--- src/rtl/reaction_bcd_timer_if.sv ---
// Control and display bundle between the button/display side and the reaction timer.
// The master drives the button pulses; the timer (slave) returns the registered display state.
interface reaction_bcd_timer_if;
   logic       start;
   logic       react;
   logic       stim_led;
   logic [3:0] digit0;
   logic [3:0] digit1;
   logic [3:0] digit2;
   logic [3:0] digit3;
   logic       result_valid;
   logic       foul;
   logic       overflow;
   logic       busy;

   modport master (
      output start, react,
      input  stim_led, digit0, digit1, digit2, digit3, result_valid, foul, overflow, busy
   );

   modport slave (
      input  start, react,
      output stim_led, digit0, digit1, digit2, digit3, result_valid, foul, overflow, busy
   );
endinterface

--- src/rtl/reaction_bcd_timer.sv ---
// Reaction-time meter: random pre-delay, stimulus lamp, then millisecond count in 4-digit
// BCD until the player reacts. A press during the pre-delay is a foul.
module reaction_bcd_timer #(
   parameter int unsigned TICK_DIV        = 50000,
   parameter int unsigned DELAY_BASE_MS   = 1000,
   parameter int unsigned DELAY_SPAN_BITS = 11
) (
   input logic                 cin,
   input logic                 rst_n,
   reaction_bcd_timer_if.slave tmr
);

   localparam int unsigned TickW  = (TICK_DIV > 1) ? $clog2(TICK_DIV) : 1;
   localparam int unsigned DelayW = $clog2(DELAY_BASE_MS + (1 << DELAY_SPAN_BITS));
   localparam logic [TickW-1:0] TickLast = TickW'(TICK_DIV - 1);

   typedef enum logic [2:0] {StIdle, StDelay, StCount, StDone, StFoul} state_e;

   state_e            state_q;
   logic [15:0]       lfsr_q;
   logic [TickW-1:0]  tick_cnt_q;
   logic [DelayW-1:0] delay_ms_q;
   logic [15:0]       digits_q;
   logic              stim_q;
   logic              valid_q;
   logic              foul_q;
   logic              ovf_q;
   logic              busy_q;

   logic              tick;
   logic [15:0]       digits_inc;
   logic              carry;

   assign tick = ((state_q == StDelay) || (state_q == StCount)) && (tick_cnt_q == TickLast);

   // Ripple BCD increment; 9999 is never incremented because COUNT exits on reaching it.
   always_comb begin
      digits_inc = digits_q;
      carry      = 1'b1;
      for (int i = 0; i < 4; i++) begin
         if (carry) begin
            if (digits_q[4*i +: 4] == 4'd9) begin
               digits_inc[4*i +: 4] = 4'd0;
            end else begin
               digits_inc[4*i +: 4] = digits_q[4*i +: 4] + 4'd1;
               carry                = 1'b0;
            end
         end
      end
   end

   // Fibonacci LFSR, taps 16,14,13,11, free-running so the delay depends on press timing.
   always_ff @(posedge cin or negedge rst_n) begin
      if (!rst_n) begin
         lfsr_q <= 16'hACE1;
      end else begin
         lfsr_q <= {lfsr_q[0] ^ lfsr_q[2] ^ lfsr_q[3] ^ lfsr_q[5], lfsr_q[15:1]};
      end
   end

   always_ff @(posedge cin or negedge rst_n) begin
      if (!rst_n) begin
         state_q    <= StIdle;
         tick_cnt_q <= '0;
         delay_ms_q <= '0;
         digits_q   <= '0;
         stim_q     <= 1'b0;
         valid_q    <= 1'b0;
         foul_q     <= 1'b0;
         ovf_q      <= 1'b0;
         busy_q     <= 1'b0;
      end else begin
         case (state_q)
            StIdle, StDone, StFoul: begin
               tick_cnt_q <= '0;
               if (tmr.start) begin
                  state_q    <= StDelay;
                  delay_ms_q <= DelayW'(DELAY_BASE_MS) + DelayW'(lfsr_q[DELAY_SPAN_BITS-1:0]);
                  digits_q   <= '0;
                  valid_q    <= 1'b0;
                  foul_q     <= 1'b0;
                  ovf_q      <= 1'b0;
                  busy_q     <= 1'b1;
               end
            end
            StDelay: begin
               tick_cnt_q <= tick ? '0 : tick_cnt_q + TickW'(1);
               if (tmr.react) begin
                  state_q    <= StFoul;
                  tick_cnt_q <= '0;
                  foul_q     <= 1'b1;
                  busy_q     <= 1'b0;
               end else if (tick) begin
                  if (delay_ms_q == DelayW'(1)) begin
                     state_q <= StCount;
                     stim_q  <= 1'b1;
                  end else begin
                     delay_ms_q <= delay_ms_q - DelayW'(1);
                  end
               end
            end
            StCount: begin
               tick_cnt_q <= tick ? '0 : tick_cnt_q + TickW'(1);
               // React takes priority over a coincident tick, freezing the pre-tick value.
               if (tmr.react) begin
                  state_q    <= StDone;
                  tick_cnt_q <= '0;
                  valid_q    <= 1'b1;
                  stim_q     <= 1'b0;
                  busy_q     <= 1'b0;
               end else if (tick) begin
                  digits_q <= digits_inc;
                  if (digits_inc == 16'h9999) begin
                     state_q    <= StDone;
                     tick_cnt_q <= '0;
                     valid_q    <= 1'b1;
                     ovf_q      <= 1'b1;
                     stim_q     <= 1'b0;
                     busy_q     <= 1'b0;
                  end
               end
            end
            default: begin
               state_q    <= StIdle;
               tick_cnt_q <= '0;
            end
         endcase
      end
   end

   assign tmr.stim_led     = stim_q;
   assign tmr.digit0       = digits_q[3:0];
   assign tmr.digit1       = digits_q[7:4];
   assign tmr.digit2       = digits_q[11:8];
   assign tmr.digit3       = digits_q[15:12];
   assign tmr.result_valid = valid_q;
   assign tmr.foul         = foul_q;
   assign tmr.overflow     = ovf_q;
   assign tmr.busy         = busy_q;

endmodule
--- src/flat_wrapper.sv ---
// flat-port wrapper written by rule: the top's interface ports become plain ports
module reaction_bcd_timer_flat 
#(
   parameter int unsigned TICK_DIV        = 50000,
   parameter int unsigned DELAY_BASE_MS   = 1000,
   parameter int unsigned DELAY_SPAN_BITS = 11
)
  (cin, rst_n, tmr_start, tmr_react, tmr_stim_led, tmr_digit0, tmr_digit1, tmr_digit2, tmr_digit3, tmr_result_valid, tmr_foul, tmr_overflow, tmr_busy);
  reaction_bcd_timer_if tmr_i ();
  input logic cin;
  input logic rst_n;
  input wire logic [$bits(tmr_i.start)-1:0] tmr_start;
  input wire logic [$bits(tmr_i.react)-1:0] tmr_react;
  output wire logic [$bits(tmr_i.stim_led)-1:0] tmr_stim_led;
  output wire logic [$bits(tmr_i.digit0)-1:0] tmr_digit0;
  output wire logic [$bits(tmr_i.digit1)-1:0] tmr_digit1;
  output wire logic [$bits(tmr_i.digit2)-1:0] tmr_digit2;
  output wire logic [$bits(tmr_i.digit3)-1:0] tmr_digit3;
  output wire logic [$bits(tmr_i.result_valid)-1:0] tmr_result_valid;
  output wire logic [$bits(tmr_i.foul)-1:0] tmr_foul;
  output wire logic [$bits(tmr_i.overflow)-1:0] tmr_overflow;
  output wire logic [$bits(tmr_i.busy)-1:0] tmr_busy;
  assign tmr_i.start = tmr_start;
  assign tmr_i.react = tmr_react;
  assign tmr_stim_led = tmr_i.stim_led;
  assign tmr_digit0 = tmr_i.digit0;
  assign tmr_digit1 = tmr_i.digit1;
  assign tmr_digit2 = tmr_i.digit2;
  assign tmr_digit3 = tmr_i.digit3;
  assign tmr_result_valid = tmr_i.result_valid;
  assign tmr_foul = tmr_i.foul;
  assign tmr_overflow = tmr_i.overflow;
  assign tmr_busy = tmr_i.busy;
  reaction_bcd_timer #(.TICK_DIV(TICK_DIV), .DELAY_BASE_MS(DELAY_BASE_MS), .DELAY_SPAN_BITS(DELAY_SPAN_BITS)) u_core (.cin(cin), .rst_n(rst_n), .tmr(tmr_i));
endmodule
--- config.mk ---
export PLATFORM = sky130hd
export DESIGN_NAME = reaction_bcd_timer_flat
export DESIGN_NICKNAME = d
export VERILOG_FILES = /design/src/rtl/reaction_bcd_timer_if.sv /design/src/rtl/reaction_bcd_timer.sv /design/src/flat_wrapper.sv
export SDC_FILE = /design/constraint.sdc
export NUM_CORES = 1
export LEC_CHECK = 0
export BUFFER_PORTS_ARGS = -buffer_cell sky130_fd_sc_hd__buf_2
export CAP_MARGIN = 20
export CORE_MARGIN = 2
export CORE_UTILIZATION = 55
export DETAILED_ROUTE_END_ITERATION = 10
export PLACE_DENSITY = 0.74
export SYNTH_ARGS = -nofsm -noshare
export SYNTH_HDL_FRONTEND = slang
export SYNTH_SLANG_ARGS = --single-unit
--- constraint.sdc ---
create_clock -name cin -period 2.95 [get_ports cin]
set_input_delay 0.1475 -clock cin [delete_from_list [all_inputs] [get_ports cin]]
set_output_delay 0.1475 -clock cin [all_outputs]
set_load 0.01 [all_outputs]
==> results by group, run 1 <==
GRT
  – Largest net degree at the start of global routing: 40
  – Global-route wire length before repair: 12.04 mm
  – Total gr overflow: 0
  – GRT Util Overall: 20.92%
  – Number of global-route vias before repair: 2694
  – Initial antenna violation count: 0

Worst setup path
  – Critical path endpoint category: flip-flop
  – Setup crit start kind: flip-flop
  – R2r worst-path depth: 8
  – Worst reg2reg path endpoint: u_core.tmr.result_valid
  – Kind of critical path: reg2reg
  – CP Max Fanout: 6
  – Reg-to-Reg Start: u_core.digits_q[1]
  – Crit path DAT: 2.65 ns
  – R2r setup slk: 0.56 ns
  – WP data required: 3.21 ns

Timing
  – Max transition margin: 43.78%
  – Final hold slack: 0.1389 ns
  – Post-route minimum period: 2.386 ns
  – RSZ-0062 raised after global routing: no
  – Final total negative setup slack: 0 ns
  – Final worst path period share: 80.87%
  – Max-slew violations: 0
  – Final Skew: 0.006251 ns
  – Setup Viol. Count Final: 0
  – Final Hold Fails: 0
  – Fmax achieved: 419.2 MHz
  – Worst-Margin Slew: 0.8433 ns

Floorplan
  – DIE AREA: 7091 sq um
  – Ports: 25
  – Initial Util: 56.37%
  – Die height: 84.21 microns
  – Die W: 84.21 microns
  – Row cnt: 29
  – Core area: 6277 sq um

Place
  – GP Congestion: 0.8255
  – Placed inst area: 3719 sq um
  – DP HPWL: 4.801 mm
  – Quantity of I/O buffers inserted on ports: 24

Clock tree
  – Clk Latency, worst-skew pair: 0.34 ns
  – Resized Gates After CTS: 0
  – Clock-pin slew on the worst setup and hold paths: 0.07 ns
  – Clk buf depth: 2
  – H-tree depth: 3
  – # Post-CTS Setup Buffers: 0
  – Root buffer cell: clkbuf_8
  – CTS Buf Count: 9
  – CTS tree: done
  – Number of clock sinks: 68

Logic synthesis
  – Synth top area share: 42.43%
  – Syn nets: 384
  – Mapped Cells: 373
  – Most common cell in the netlist: dfrtp_1
  – Area contributors post-synth: dfrtp_1 42%, dfstp_2 5.9%, nor2_1 5.6%
  – Avg Cell Area, Syn: 9.486 sq um
  – Async SR Flop Fraction: 100.0%
  – Area leader, netlist: dfrtp_1
  – Seq/Total Area, Yosys: 48.37%
  – Synth unique cells: 57
  – Yosys warns: 0
  – EDFF count, synth: 0
  – Synthesized flop and latch total: 68
  – Mapped Area: 3538 sq um
  – Primary FF master, synth: dfrtp_1
  – Top cells by count, synth: 60 x dfrtp_1, 53 x nor2_1, 26 x nand2_1, 26 x o21ai_1, 22 x a21oi_1

Layout
  – Fillcell total: 530
  – P&R area growth vs syn: 11.10%
  – Final core occ: 62.63%
  – NumNets Final: 411
  – Share of cells above drive strength 1: 16.05%
  – Ant diodes: 0
  – Finished Cell Area: 3931 sq um

Power and ir drop
  – PwrDens: 713.5 nW/um^2
  – Max IR drop VDD: 0.6280 mV
  – LEAKAGE: 0.001786 uW

Detailed routing
  – Residual DRC: 0
  – Routed len/inst: 14.27 microns
  – Router iterations before antenna repair: 4
  – DR iter-0 viols: 146
  – Total wire length: 6.879 mm
  – Vias/cell: 5.695
  – Via Count: 2745
  – Antenna-violating nets left: 0

Flow run
  – Max Cap Viol: 0

Hold path
  – Hold Path Class: in2reg
  – Critical hold path startpoint: tmr_react
  – Hold Path Sink: u_core.state_q[2]
  – Hold path cells: 2

Status
  – Status: completed
-- critical path, stage by stage (launching register included) --
cell	delay (ns)
dfrtp_1	0.42
inv_1	0.09
ha_1	0.24
and4b_1	0.38
nand2_4	0.10
o31a_1	0.31
nor4_4	0.45
o21ai_2	0.09
a211oi_2	0.21
-- worst max-delay path by stage --
stage               cells past startpoint          startpoint                 endpoint  slack, ns
floorplan                               9  u_core.digits_q[1]  u_core.tmr.result_valid       0.79
finish                                  8  u_core.digits_q[1]  u_core.tmr.result_valid       0.56
global route                            8  u_core.digits_q[1]  u_core.tmr.result_valid       0.41
detailed placement                      8  u_core.digits_q[1]  u_core.tmr.result_valid       0.58
CTS                                     8  u_core.digits_q[1]  u_core.tmr.result_valid       0.56
global placement                        8  u_core.digits_q[1]  u_core.tmr.result_valid       0.67
-- layout by cell type, fill, tap and decap left out, types with 3 or more instances in the layout --
cell type,count
xnor2_1,15
o21ai_0,17
nor3_1,9
inv_1,13
xor2_1,11
nand2_1,26
nor4_1,3
a21oi_1,22
o31ai_1,3
clkbuf_8,11
nand2b_1,6
o21a_1,3
a21o_1,3
o41ai_1,3
and3_1,8
nand3b_1,3
buf_2,24
nand3_1,10
o22a_1,4
o21ai_1,26
dfstp_2,8
a22oi_1,3
ha_1,7
a31oi_1,8
nor2_1,53
buf_4,3
dfrtp_1,60
-- power by group --
group,switching [uW],leakage [uW],internal [uW]
logic,533,0.000799,305
registers,141,0.000884,1050
clock network,342,0.000102,434
total,1020,0.00179,1790
-- per-layer routing --
layer	GRT usage (%)	share of wire, %	vias up
li1	-	-	1370
met1	28.89	48	1327
met2	32.83	48	37
met3	4.130	2.7	11
met4	8.065	1.6	0
met5	0	0	-
-- timing repair --
action                                  in CTS  in global routing
hold buffers                                 1                  0
hold endpoints to repair                    60                  0
endpoints found under the setup margin       0                  0
-- stage by stage --
step                      power [uW]  setup slack, ns  cells
after floorplan                 1831           0.7897    373
after global placement          2008           0.6724    465
after detailed placement        2037           0.5777    465
after CTS                       2824           0.5634    482
after global routing            3015           0.4101    482
final                           2805           0.5644    482
-- flip-flops by register name, summed over array words and instances (netlist names) --
| signal | flops |
|---|---|
| u_core.lfsr_q | 16 |
| u_core.tmr.stim_led | 1 |
| u_core.digits_q | 16 |
| u_core.state_q | 3 |
| u_core.tick_cnt_q | 16 |
| u_core.tmr.result_valid | 1 |
| u_core.tmr.busy | 1 |
| u_core.tmr.foul | 1 |
| u_core.delay_ms_q | 12 |
| u_core.tmr.overflow | 1 |
-- area by class of cell --
| type | instances | area, sq um | share of cell area (%) |
|---|---|---|---|
| Clock inverter | 4 | 47.55 | 1.209 |
| Tap cell | 77 | 96.34 | 2.451 |
| Sequential cell | 68 | 1712 | 43.54 |
| Multi-Input combinational cell | 280 | 1719 | 43.73 |
| Timing Repair Buffer | 28 | 152.6 | 3.883 |
| Clock buffer | 12 | 155.1 | 3.947 |
| Inverter | 13 | 48.80 | 1.241 |
-- cell families after synthesis --
family,after synthesis,share of synthesized area (%)
xor gates and xnor gates,26,6.436
and+or+nand+nor,144,21.82
AOI/OAI and AO/OA,103,17.72
DFF,68,48.37
adders and majority gates,7,2.475
buffers and inverters,25,3.182
(Power assumes the default switching activity.)
==> inputs of run 2 (changes only) <==
- ABC_AREA: unset -> 1
- PLACE_DENSITY: 0.74 -> 0.76
- clock period: 2.95 -> 2 ns (I/O delays scaled with it)
==> run 2 against run 1 <==
Effect of this change: the flow now finishes with violations (setup timing); synthesized area is 7.9% higher; critical path depth up 7; sequential share of layout area down 5.9 points; design area increased by 16%; highest routed layer unchanged.
==> results by group, run 2 <==
Status
  – Status: finished, violations left (was completed)
  – Failing checks: setup timing

Clock tree
  – CTS tree: done (unchanged)
  – Clk buf depth: 2 (unchanged)
  – CTS Buf Count: 9 (unchanged)
  – Clk Latency, worst-skew pair: 0.35 ns (was 0.34 ns)
  – Root buffer cell: clkbuf_8 (unchanged)
  – H-tree depth: 3 (unchanged)
  – Clock-pin slew on the worst setup and hold paths: 0.08 ns (was 0.07 ns)
  – Number of clock sinks: 68 (unchanged)

GRT
  – Global-route wire length before repair: 13.94 mm (was 12.04 mm)
  – GR Layer Usage met1: 28.57% (was 28.89%)
  – Met3 global-route usage: 4.739% (was 4.130%)
  – GRT Util Overall: 23.03% (was 20.92%)
  – Initial antenna violation count: 0 (unchanged)
  – Total gr overflow: 0 (unchanged)
  – M2 GR Usage: 38.91% (was 32.83%)
  – Gr busiest metal: met2 (unchanged)
  – Largest net degree at the start of global routing: 69 (was 40)
  – Number of global-route vias before repair: 3224 (was 2694)

Worst setup path
  – CP Max Fanout: 5 (was 6)
  – Reg-to-Reg Start: u_core.digits_q[0] (was u_core.digits_q[1])
  – R2r worst-path depth: 15 (was 8)
  – Kind of critical path: reg2reg (unchanged)
  – Worst reg2reg path endpoint: u_core.tmr.result_valid (unchanged)
  – Setup crit start kind: flip-flop (unchanged)
  – Critical path endpoint category: flip-flop (unchanged)
  – R2r setup slk: -0.03 ns (was 0.56 ns)
  – Crit path DAT: 2.27 ns (was 2.65 ns)
  – WP data required: 2.24 ns (was 3.21 ns)

Logic synthesis
  – EDFF count, synth: 0 (unchanged)
  – Avg Cell Area, Syn: 7.839 sq um (was 9.486 sq um)
  – Synthesized flop and latch total: 68 (unchanged)
  – Async SR Flop Fraction: 100.0% (unchanged)
  – Area leader, netlist: dfrtp_1 (unchanged)
  – Most common cell in the netlist: nand2_1 (was dfrtp_1)
  – Synth top area share: 39.33% (was 42.43%)
  – Primary FF master, synth: dfrtp_1 (unchanged)
  – Synth unique cells: 48 (was 57)
  – Area contributors post-synth: dfrtp_1 39%, nand2_1 10%, inv_1 6.0% (was dfrtp_1 42%, dfstp_2 5.9%, nor2_1 5.6%)
  – Syn nets: 498 (was 384)
  – Top cells by count, synth: 104 x nand2_1, 61 x inv_1, 60 x dfrtp_1 (was 60 x dfrtp_1, 53 x nor2_1, 26 x nand2_1, 26 x o21ai_1, 22 x a21oi_1)
  – Mapped Area: 3817 sq um (was 3538 sq um)
  – Yosys warns: 0 (unchanged)
  – Mapped Cells: 487 (was 373)
  – Seq/Total Area, Yosys: 44.84% (was 48.37%)

Detailed routing
  – Antenna-violating nets left: 0 (unchanged)
  – Total wire length: 8.477 mm (was 6.879 mm)
  – Vias/cell: 5.528 (was 5.695)
  – Residual DRC: 0 (unchanged)
  – Via Count: 3466 (was 2745)
  – Router iterations before antenna repair: 4 (unchanged)
  – Routed len/inst: 13.52 microns (was 14.27 microns)
  – DR iter-0 viols: 160 (was 146)

Timing
  – Setup Viol. Count Final: 6 (was 0)
  – RSZ-0062 raised after global routing: yes (was no)
  – Max-slew violations: 0 (unchanged)
  – Max transition margin: 72.53% (was 43.78%)
  – Fmax achieved: 492.1 MHz (was 419.2 MHz)
  – Final setup margin: -0.03210 ns (was 0.5644 ns)
  – Final total negative setup slack: -0.1542 ns (was 0 ns)
  – Post-route minimum period: 2.032 ns (was 2.386 ns)
  – Worst-Margin Slew: 0.4069 ns (was 0.8433 ns)
  – Final Skew: 0.01083 ns (was 0.006251 ns)
  – Final worst path period share: 101.6% (was 80.87%)
  – Final Hold Fails: 0 (unchanged)

Place
  – Quantity of I/O buffers inserted on ports: 24 (unchanged)
  – Post-place setup slack: -0.01919 ns (was 0.5777 ns)
  – GP Congestion: 0.9480 (was 0.8255)
  – DP HPWL: 5.659 mm (was 4.801 mm)
  – Placed inst area: 4125 sq um (was 3719 sq um)

Floorplan
  – Initial Util: 56.50% (was 56.37%)
  – Die height: 87.31 microns (was 84.21 microns)
  – Ports: 25 (unchanged)
  – Core area: 6756 sq um (was 6277 sq um)
  – DIE AREA: 7623 sq um (was 7091 sq um)
  – Row cnt: 30 (was 29)
  – Die W: 87.31 microns (was 84.21 microns)

Power and ir drop
  – PwrDens: 946.6 nW/um^2 (was 713.5 nW/um^2)
  – Max IR drop VDD: 0.5111 mV (was 0.6280 mV)
  – LEAKAGE: 0.002131 uW (was 0.001786 uW)

Layout
  – NumNets Final: 553 (was 411)
  – Ant diodes: 0 (unchanged)
  – Final core occ: 67.26% (was 62.63%)
  – Fillcell total: 515 (was 530)
  – Commonest non-fill, non-tap cells in the layout: 96 x nand2_1, 60 x inv_1, 60 x dfrtp_1, 44 x nor2_1, 32 x nand3_1 (was 60 x dfrtp_1, 53 x nor2_1, 26 x nand2_1, 26 x o21ai_1, 24 x buf_2)
  – Finished Cell Area: 4544 sq um (was 3931 sq um)
  – P&R area growth vs syn: 19.04% (was 11.10%)
  – Share of cells above drive strength 1: 24.50% (was 16.05%)
  – Top flop regs: u_core.digits_q: 16 flops, u_core.lfsr_q: 16 flops, u_core.tick_cnt_q: 16 flops (unchanged)
  – Most common cell after layout, fill and taps aside: nand2_1 (was dfrtp_1)

Hold path
  – Hold Path Class: in2reg (unchanged)
  – Hold Path Sink: u_core.tick_cnt_q[3] (was u_core.state_q[2])
  – Hold path cells: 4 (was 2)
  – Critical hold path startpoint: tmr_react (unchanged)

Flow run
  – Max Cap Viol: 0 (unchanged)
==> run 2: changes by cell type in the layout (fill, tap and decap cells not counted), moves of 13 or more <==
cell,previous run,this run
nand2_1,26,96
inv_1,13,60
buf_4,3,20
o21ai_1,26,10
nand4_1,1,14
nand3_1,10,32
==> run 2: how the worst max path moves through the flow <==
| stage | startpoint | endpoint | cells after the start | slack [ns] |
|---|---|---|---|---|
| 2_1_floorplan | u_core.digits_q[1] | u_core.tmr.result_valid | 15 | 0.11 |
| 3_3_place_gp | u_core.digits_q[1] | u_core.tmr.result_valid | 14 | 0.07 |
| 3_5_place_dp | u_core.digits_q[1] | u_core.tmr.result_valid | 13 | -0.02 |
| 4_1_cts | u_core.digits_q[0] | u_core.tmr.result_valid | 14 | 0.0009 |
| 5_1_grt | u_core.digits_q[0] | u_core.tmr.result_valid | 15 | -0.16 |
| 6_report | u_core.digits_q[0] | u_core.tmr.result_valid | 15 | -0.03 |
==> run 2: final cells by class <==
cell class / instances / area, sq um / area share (%)
multi-input combinational: 337 / 1872 / 41.19
sequential: 68 / 1712 / 37.67
timing repair buffer: 53 / 415.4 / 9.141
inverter: 73 / 276.5 / 6.085
clock buffer: 10 / 127.6 / 2.808
tap: 80 / 100.1 / 2.203
clock inverter: 6 / 41.29 / 0.9086
==> run 2: cell families after synthesis <==
kind of cell	after synthesis	synth area share, %
AO/OA/AOI/OAI	77	11.44
XOR/XNOR	6	1.377
adder cells (fa/ha/maj)	7	2.294
buffers and inverters	82	8.686
flip-flops	68	44.84
AND/OR/NAND/NOR	247	31.37
==> run 2: what timing repair did <==
action / CTS / global route
pin swaps: 4 / 13
endpoints found under the hold margin: 60 / 0
endpoints found under the setup margin: 6 / 36
hold buffers: 1 / 0
cloned: 0 / 2
setup buffers: 2 / 8
gates resized for setup: 4 / 29
==> run 2: power breakdown <==
part,total [uW],internal (uW),switching (uW),leakage [uW]
clock,982,449,533,0.0000900
combinational,1620,681,943,0.00115
sequential,1700,1550,148,0.000888
total,4300,2680,1620,0.00213
==> run 2: per-layer routing <==
metal,wire (microns),share of wire [%]
met3,408,4.8
met1,3614,43
met4,225,2.7
met2,4228,50
met5,0,0
==> run 2: per-stage QoR <==
| step | hold WS (ns) | std cells | total power, uW |
|---|---|---|---|
| floorplan | -0.1956 | 487 | 2701 |
| global placement | 0.1443 | 598 | 3030 |
| detailed placement | 0.1446 | 598 | 3079 |
| CTS | 0.1116 | 617 | 4073 |
| global route | 0.1309 | 627 | 4600 |
| finish | 0.1255 | 627 | 4301 |
==> run 2: worst max-delay path, stage by stage, from the launching register on <==
cell and delay, ns:
dfrtp_1 0.42, buf_6 0.13, ha_2 0.17, inv_1 0.04, nand2_1 0.06, nand2_2 0.07
a21boi_2 0.15, nand2_1 0.08, nor2_2 0.16, nand3_1 0.12, nor2_2 0.15, nand2_2 0.09
nand2_4 0.10, nand3_2 0.08, nand2_1 0.07, nand2_1 0.05
==> inputs of run 3 (changes only) <==
- CORE_ASPECT_RATIO: unset -> 1.25
==> run 3 against run 2 <==
Effect of this change: the flow now finishes without violations; critical path depth up 1; die area about the same; sequential power about the same; critical path type unchanged; largest cell class unchanged; highest routed layer unchanged.
==> results by group, run 3 (same netlist as run 2, synthesis figures left out) <==
Clock tree
  – Root buffer cell: clkbuf_8 (unchanged)
  – CTS Buf Count: 9 (unchanged)
  – H-tree depth: 3 (unchanged)
  – CTS tree: done (unchanged)
  – Clk buf depth: 2 (unchanged)
  – Clock-pin slew on the worst setup and hold paths: 0.08 ns (about the same)
  – Number of clock sinks: 68 (unchanged)
  – Clk Latency, worst-skew pair: 0.35 ns (about the same)

Detailed routing
  – Antenna-violating nets left: 0 (unchanged)
  – Via Count: 3482 (was 3466)
  – Routed len/inst: 13.66 microns (was 13.52 microns)
  – Total wire length: 8.676 mm (was 8.477 mm)
  – DR iter-0 viols: 180 (was 160)
  – Router iterations before antenna repair: 4 (unchanged)
  – Vias/cell: 5.483 (was 5.528)
  – Residual DRC: 0 (unchanged)

Timing
  – Setup Viol. Count Final: 0 (was 6)
  – Fmax achieved: 502.1 MHz (was 492.1 MHz)
  – Final Skew: 0.01548 ns (was 0.01083 ns)
  – Final Hold Fails: 0 (unchanged)
  – Final total negative setup slack: 0 ns (was -0.1542 ns)
  – Final setup margin: 0.008328 ns (was -0.03210 ns)
  – Max transition margin: 53.78% (was 72.53%)
  – Worst-Margin Slew: 0.6933 ns (was 0.4069 ns)
  – RSZ-0062 raised after global routing: yes (unchanged)
  – Max-slew violations: 0 (unchanged)
  – Final worst path period share: 99.58% (was 101.6%)
  – Post-route minimum period: 1.992 ns (was 2.032 ns)

Worst setup path
  – WP data required: 2.23 ns (was 2.24 ns)
  – Crit path DAT: 2.23 ns (was 2.27 ns)
  – Most frequent CP cell: nand2_1 (unchanged)
  – Worst reg2reg path endpoint: u_core.tmr.result_valid (unchanged)
  – Critical Path End: u_core.tmr.result_valid (unchanged)
  – Reg-to-Reg Start: u_core.digits_q[0] (unchanged)
  – R2r worst-path depth: 16 (was 15)
  – CP delay by family, top: simple AND/OR/NAND/NOR gates (unchanged)
  – Setup crit start kind: flip-flop (unchanged)
  – Critical path endpoint category: flip-flop (unchanged)
  – CP Max Fanout: 8 (was 5)
  – R2r setup slk: 0.008 ns (was -0.03 ns)
  – CP bufs+invs: 2 (unchanged)
  – Crit-path cells: buf_4 > ha_4 > nand2_4 > nor2_8 > nand2_1 > nand2_1 > inv_2 > nand2_1 > nor2_1 > nand3_1 > nor2_2 > nand2_2 > nand2_4 > nand3_2 > nand2_1 > nand2_1 (was buf_6 > ha_2 > inv_1 > nand2_1 > nand2_2 > a21boi_2 > nand2_1 > nor2_2 > nand3_1 > nor2_2 > nand2_2 > nand2_4 > nand3_2 > nand2_1 > nand2_1)
  – Worst path max stage delay: 0.39 ns (was 0.42 ns)
  – Kind of critical path: reg2reg (unchanged)
  – Crit path from: u_core.digits_q[0] (unchanged)
  – WP depth: 16 (was 15)
  – Slowest-stage cell, CP: dfrtp_1 (unchanged)

GRT
  – GRT Util Overall: 23.43% (was 23.03%)
  – Largest net degree at the start of global routing: 32 (was 69)
  – Initial antenna violation count: 0 (unchanged)
  – Total gr overflow: 0 (unchanged)
  – Number of global-route vias before repair: 3338 (was 3224)
  – Global-route wire length before repair: 14.47 mm (was 13.94 mm)

Power and ir drop
  – PwrDens: 973.5 nW/um^2 (was 946.6 nW/um^2)
  – Max IR drop VDD: 0.6706 mV (was 0.5111 mV)
  – LEAKAGE: 0.002136 uW (was 0.002131 uW)

Layout
  – P&R area growth vs syn: 19.37% (was 19.04%)
  – FF+latch area: 1712 sq um (unchanged)
  – Top flop regs: u_core.digits_q: 16 flops, u_core.lfsr_q: 16 flops, u_core.tick_cnt_q: 16 flops (unchanged)
  – Share of cells above drive strength 1: 23.36% (was 24.50%)
  – Ant diodes: 0 (unchanged)
  – Most common cell after layout, fill and taps aside: nand2_1 (unchanged)
  – Final core occ: 68.55% (was 67.26%)
  – Multi-input logic area: 1859 sq um (was 1872 sq um)
  – Fillcell total: 549 (was 515)
  – Commonest non-fill, non-tap cells in the layout: 98 x nand2_1, 60 x inv_1, 60 x dfrtp_1, 46 x nor2_1, 33 x nand3_1 (was 96 x nand2_1, 60 x inv_1, 60 x dfrtp_1, 44 x nor2_1, 32 x nand3_1)
  – Fin cells: 635 (was 627)
  – Finished Cell Area: 4557 sq um (was 4544 sq um)
  – NumNets Final: 554 (was 553)

Place
  – Quantity of I/O buffers inserted on ports: 24 (unchanged)
  – Placed inst area: 4169 sq um (was 4125 sq um)
  – GP Congestion: 0.9344 (was 0.9480)
  – DP HPWL: 6.154 mm (was 5.659 mm)
  – Placed Cells: 608 (was 598)
  – Post-place setup slack: -0.03003 ns (was -0.01919 ns)

Hold path
  – Hold Path Class: in2reg (unchanged)
  – Critical hold path startpoint: tmr_react (unchanged)

Floorplan
  – Ports: 25 (unchanged)
  – Core area: 6648 sq um (was 6756 sq um)
  – Die W: 78.52 microns (was 87.31 microns)
  – Die height: 97.15 microns (was 87.31 microns)
  – Row cnt: 33 (was 30)
  – DIE AREA: 7627 sq um (was 7623 sq um)
  – Initial Util: 57.43% (was 56.50%)

Flow run
  – Max Cap Viol: 0 (unchanged)

Status
  – Status: completed (was finished, violations left)
==> run 3: power by group <==
part           leakage (uW)  internal, uW  total, uW  switching, uW
sequential         0.000888          1550       1690            138
clock              0.000101           644       1140            499
combinational       0.00115           680       1610            927
==> run 3: per-layer routing <==
| layer | share of wire [%] | GRT usage, % | vias up |
|---|---|---|---|
| li1 | - | - | 1710 |
| met1 | 42 | 27.01 | 1665 |
| met2 | 52 | 42.08 | 89 |
| met3 | 3.5 | 3.717 | 18 |
| met4 | 2.1 | 10.26 | 0 |
| met5 | 0 | 0 | - |
==> run 3: stage by stage <==
stage / hold slack (ns) / total power (uW)
after global routing: 0.1677 / 4731
after floorplan: -0.1956 / 2701
final: 0.1540 / 4436
after detailed placement: 0.1774 / 3117
after CTS: 0.1363 / 4276
after global placement: 0.1645 / 3084
==> run 3: final cells by class <==
| cell class | count | share of cell area (%) |
|---|---|---|
| clock inverters | 2 | 0.7688 |
| well taps | 87 | 2.389 |
| inverters | 73 | 6.068 |
| multi-input cells | 337 | 40.80 |
| repair buffers | 54 | 8.841 |
| clock buffers | 14 | 3.569 |
| flip-flops and latches | 68 | 37.56 |
==> run 3: timing repair <==
item,4_1_cts,5_1_grt
hold buffers,1,0
endpoints found under the hold margin,22,0
gates cloned,0,1
setup buffers,2,7
setup endpoints to repair,5,25
pin swaps,4,16
resized for setup,3,21
==> run 3: worst min-delay path by stage <==
stage	to	slack, ns	cells past startpoint
detailed placement	u_core.digits_q[0]	0.18	1
global placement	u_core.digits_q[0]	0.16	1
floorplan	u_core.delay_ms_q[0]	-0.20	0
finish	u_core.tick_cnt_q[3]	0.15	4
CTS	u_core.tick_cnt_q[3]	0.14	4
global route	u_core.tick_cnt_q[3]	0.17	4
==> run 3: tightest hold or removal path: stages <==
cell	delay (ns)
buf_2	0.17
a21oi_2	0.07
nand3_1	0.08
a21oi_1	0.04
